--- src/rtl/poly_mac_accum.sv ---
// Accumulates NUM_TERMS product polynomials limb-wise modulo each q-basis prime,
// then holds the sum until downstream takes it.
module poly_mac_accum #(
    parameter int NUM_TERMS = 3,
    parameter int N_SLOTS   = 4,
    parameter int Q_LEN     = 2,
    parameter int LIMB_W    = 16,
    parameter logic [Q_LEN-1:0][LIMB_W-1:0] Q_BASIS = {16'd65521, 16'd12289}
) (
    input  logic                                     clk,
    input  logic                                     reset,
    input  logic                                     clear,
    input  logic                                     in_valid,
    output logic                                     in_ready,
    input  logic [N_SLOTS-1:0][Q_LEN-1:0][LIMB_W-1:0] in_poly,
    output logic                                     out_valid,
    input  logic                                     out_ready,
    output logic [N_SLOTS-1:0][Q_LEN-1:0][LIMB_W-1:0] out_poly,
    output logic [7:0]                               term_cnt
);

    typedef enum logic {ACCUM = 1'b0, DONE = 1'b1} state_t;

    localparam logic [7:0] LAST_CNT = 8'(NUM_TERMS - 1);

    state_t                                   state_q;
    logic [7:0]                               term_cnt_q;
    logic [N_SLOTS-1:0][Q_LEN-1:0][LIMB_W-1:0] acc_q;
    logic [N_SLOTS-1:0][Q_LEN-1:0][LIMB_W-1:0] acc_d;
    logic                                     in_fire;
    logic                                     out_fire;

    assign in_ready  = (state_q == ACCUM);
    assign out_valid = (state_q == DONE);
    assign in_fire   = in_valid && in_ready;
    assign out_fire  = out_valid && out_ready;
    assign out_poly  = acc_q;
    assign term_cnt  = term_cnt_q;

    genvar gi, gj;
    generate
        for (gi = 0; gi < N_SLOTS; gi++) begin : g_slot
            for (gj = 0; gj < Q_LEN; gj++) begin : g_limb
                logic [LIMB_W:0]   sum;
                logic [LIMB_W-1:0] wrapped;

                assign sum     = {1'b0, acc_q[gi][gj]} + {1'b0, in_poly[gi][gj]};
                // Reduced result is always < q, so the low bits of sum - q are exact.
                assign wrapped = sum[LIMB_W-1:0] - Q_BASIS[gj];
                assign acc_d[gi][gj] = (term_cnt_q == 8'd0) ? in_poly[gi][gj]
                                     : (sum >= {1'b0, Q_BASIS[gj]}) ? wrapped
                                     : sum[LIMB_W-1:0];

                always_ff @(posedge clk) begin
                    if (reset) begin
                        acc_q[gi][gj] <= '0;
                    end else if (!clear && in_fire) begin
                        acc_q[gi][gj] <= acc_d[gi][gj];
                    end
                end
            end
        end
    endgenerate

    // Priority: reset, then clear, then the handshakes (mutually exclusive by state).
    always_ff @(posedge clk) begin
        if (reset) begin
            state_q    <= ACCUM;
            term_cnt_q <= 8'd0;
        end else if (clear) begin
            state_q    <= ACCUM;
            term_cnt_q <= 8'd0;
        end else if (in_fire) begin
            term_cnt_q <= term_cnt_q + 8'd1;
            if (term_cnt_q == LAST_CNT) begin
                state_q <= DONE;
            end
        end else if (out_fire) begin
            state_q    <= ACCUM;
            term_cnt_q <= 8'd0;
        end
    end

endmodule

--- config.mk ---
export PLATFORM = sky130hd
export DESIGN_NAME = poly_mac_accum
export DESIGN_NICKNAME = d
export VERILOG_FILES = /design/src/rtl/poly_mac_accum.sv
export SDC_FILE = /design/constraint.sdc
export NUM_CORES = 1
export LEC_CHECK = 0
export BUFFER_PORTS_ARGS = -buffer_cell sky130_fd_sc_hd__buf_2
export CELL_PAD_IN_SITES_DETAIL_PLACEMENT = 0
export CELL_PAD_IN_SITES_GLOBAL_PLACEMENT = 1
export CORE_MARGIN = 10
export CORE_UTILIZATION = 38
export DETAILED_ROUTE_END_ITERATION = 12
export PLACE_DENSITY = 0.89
export SLEW_MARGIN = 30
export SYNTH_ARGS = -nofsm -noshare
export SYNTH_HDL_FRONTEND = slang
export SYNTH_SLANG_ARGS = --single-unit
--- constraint.sdc ---
create_clock -name clk -period 3.6 [get_ports clk]
set_input_delay 0.18 -clock clk [delete_from_list [all_inputs] [get_ports clk]]
set_output_delay 0.18 -clock clk [all_outputs]
set_load 0.005 [all_outputs]
==> results.toml <==
[synthesis]
synth_area_per_cell_um2 = 7.38
syn_area_um2 = 15800
syn_inst = 2140
synth-seq-cells = 137
syn-num-nets = 2428
ys.flop_type = "dfxtp_1"
synth-edff-count = 0
ys_seq_area_frac = 0.174
synth_top_area_frac = 0.174
ys_types = 86
yosys_warnings = 0
async_flop_share = 0
synthTopCellsByArea = "dfxtp_1 (17%), ha_1 (12%), a21oi_1 (6.3%)"
synth_area_leader_cell = "dfxtp_1"

[grt]
grt_pass1_wl_um = 94100
grtUsageTotal = 0.229
grt_max_degree = 90
grt_pass1_vias = 17600
gr-total-overflow = 0
antenna_found_initial = 7

[sta]
skew_ns = 0.00724
fmax_ghz = 0.252
setup_viol = 14
rsz0062_at_grt = "yes"
setup_ws_ns = -0.372
slew_headroom = 0.418
period_minus_slack_ns = 3.97
finalCritPeriodShare = 1.10
hold_violations = 0
worst_slew_pin_slew_ns = 0.873
finalMaxSlewViolations = 0

[power]
total_power_mw = 6.65
p_leak_nw = 9.27
ir_drop_uv = 358
p_per_area_nw_per_um2 = 325

[floorplanning]
die_w_um = 224
io-pin-count = 271
start_util = 0.386
core_area_um2 = 40900
dieArea_um2 = 50100
die_y_um = 224
num_rows = 74

[route]
detail_route.wl_per_cell_um = 19.7
routed_wl_um = 60900
vias = 18400
drt_first_pass_iters = 6
drc = 0
drtIter0Drc = 1582
ant_nets = 0
via_per_inst = 5.96

[run_status]
status = "finished, violations left"
violations = "setup timing"

[setup_path]
cp-end-kind = "register"
crit_chain = "ha_4, fa_2, a21o_1, a221oi_4, xnor2_2, nand4bb_1, or3_4, or4_4, o31a_1, or4_4, xnor2_2, o22ai_1"
path_buf_inv = 0
critPathRequiredTime_ns = 3.94
crit_type = "reg -> reg"
cp_max_fo = 4
crit_slowest_cell = "or4_4"
cp.arrival_ns = 4.31
cpLargestDelayFamily = "simple AND/OR/NAND/NOR gates"
start_kind = "register"
critPathMaxStageDelay_ns = 0.57

[placed_design]
gp_congestion = 0.931
place_inst = 3002
place_ws_ns = -0.358
place.detailed.hpwl_um = 45000
place.port_buffers = 270

[worst_hold_path]
min-delay-path-class = "in -> reg"

[cells_and_area]
multi_input_area_um2 = 13000
fin_cells = 3093
fin_nets = 2833
finalCoreUtilization = 0.500
drive_gt1_frac = 0.243
fill_cells = 3985
area_growth_pct = 29.6
final-seq-area_um2 = 2750

[clock_tree]
insertion_delay_ns = 0.49
cts.path.max_buffers = 2
cts.sinks = 137
clk_pin_slew_ns = 0.07
h-tree-depth = 4
numCtsBuffers = 17
clockRootBuffer = "clkbuf_16"
cts_tree = "built"

[job]
maxCapViolCount = 0
[cell type report]
class                           instances  share of cell area
Clock inverter                         12             0.00728
Inverter                               57              0.0105
Tap cell                              532              0.0325
Antenna cell                            3            0.000367
Timing Repair Buffer                  499               0.158
Clock buffer                           20              0.0223
Sequential cell                       137               0.134
Multi-Input combinational cell       1833               0.635
[routing by layer]
metal | vias up | track usage | part of all wire
met1 | 8768 | 0.280 | 0.43
met5 | - | 0 | 0.00072
met3 | 106 | 0.0518 | 0.070
met2 | 672 | 0.384 | 0.47
met4 | 8 | 0.0854 | 0.027
li1 | 8883 | - | -
[cell families (layout without fill, tap and decap cells)]
family | count (synthesis) | in the layout | synth area share
AND/OR/NAND/NOR | 767 | 767 | 0.253
flip-flops | 137 | 137 | 0.174
AO/OA/AOI/OAI | 730 | 730 | 0.304
buffers and inverters | 170 | 588 | 0.0416
adder cells (fa/ha/maj) | 155 | 155 | 0.127
other | 0 | 3 | 0
XOR/XNOR | 166 | 166 | 0.0921
multiplexers | 15 | 15 | 0.00967
[layout by cell type, fill, tap and decap left out, types with 32 or more instances in the layout]
cell type and instances:
a211oi_1 32, a21o_1 50, a21oi_1 195, a22oi_1 32, and3_1 86, buf_2 269
buf_4 180, dfxtp_1 135, dlygate4sd3_1 38, ha_1 142, inv_1 57, nand2_1 128
nand3_1 85, nor2_1 158, nor3_1 70, o21ai_0 113, o22ai_1 55, xnor2_1 93
xor2_1 62
[worst min-delay path, stage by stage]
cell and delay [ns]:
buf_2 0.09, nor3_1 0.05, nor4_1 0.14
[report_power, final]
group	switching [mW]	internal, mW
combinational	1.70	1.34
clock	0.798	1.12
sequential	0.0802	1.61
total	2.58	4.07
[Yosys cell counts, types with 57 or more instances]
| master | number |
|---|---|
| nor2_1 | 166 |
| nand3_1 | 85 |
| a21oi_1 | 199 |
| and3_1 | 86 |
| ha_1 | 147 |
| clkbuf_1 | 105 |
| dfxtp_1 | 137 |
| nand2_1 | 132 |
| nor3_1 | 76 |
| o21ai_0 | 126 |
| xor2_1 | 64 |
| inv_1 | 57 |
| xnor2_1 | 102 |
[path summary, 6_finish.rpt]
| path | from | endpoint | slack [ns] | cells after the start |
|---|---|---|---|---|
| max | out_poly[48]$_SDFFE_PP0P_ | out_poly[56]$_SDFFE_PP0P_ | -0.37 | 12 |
| min reg2reg | out_poly[63]$_SDFFE_PP0P_ | out_poly[63]$_SDFFE_PP0P_ | 0.48 | 2 |
| min | in_poly[16] | out_poly[16]$_SDFFE_PP0P_ | 0.03 | 3 |
| max reg2reg | out_poly[48]$_SDFFE_PP0P_ | out_poly[56]$_SDFFE_PP0P_ | -0.37 | 12 |
[stage by stage]
step / instance area [µm²] / hold slack (ns) / setup TNS [ns]
finish: 20500 / 0.0349 / -3.42
global route: 20400 / 0.0360 / -6.09
CTS: 20000 / 0.000289 / -2.66
detailed placement: 18800 / 0.441 / -3.93
global placement: 18800 / 0.435 / -2.59
floorplan: 15900 / 0.315 / -0.587
[registers in the layout (all words and copies together) (netlist names)]
| name | count |
|---|---|
| out_valid | 1 |
| term_cnt | 8 |
| out_poly | 128 |
[timing repair]
| action | CTS | global route |
|---|---|---|
| hold buffers | 38 | 0 |
| endpoints found under the hold margin | 38 | 0 |
| endpoints found under the setup margin | 38 | 110 |
| gates resized for setup | 33 | 84 |
| setup buffers | 10 | 10 |
| pin swaps | 17 | 38 |
| gates cloned | 0 | 1 |
Note: power is estimated with default switching activity, not from simulation.
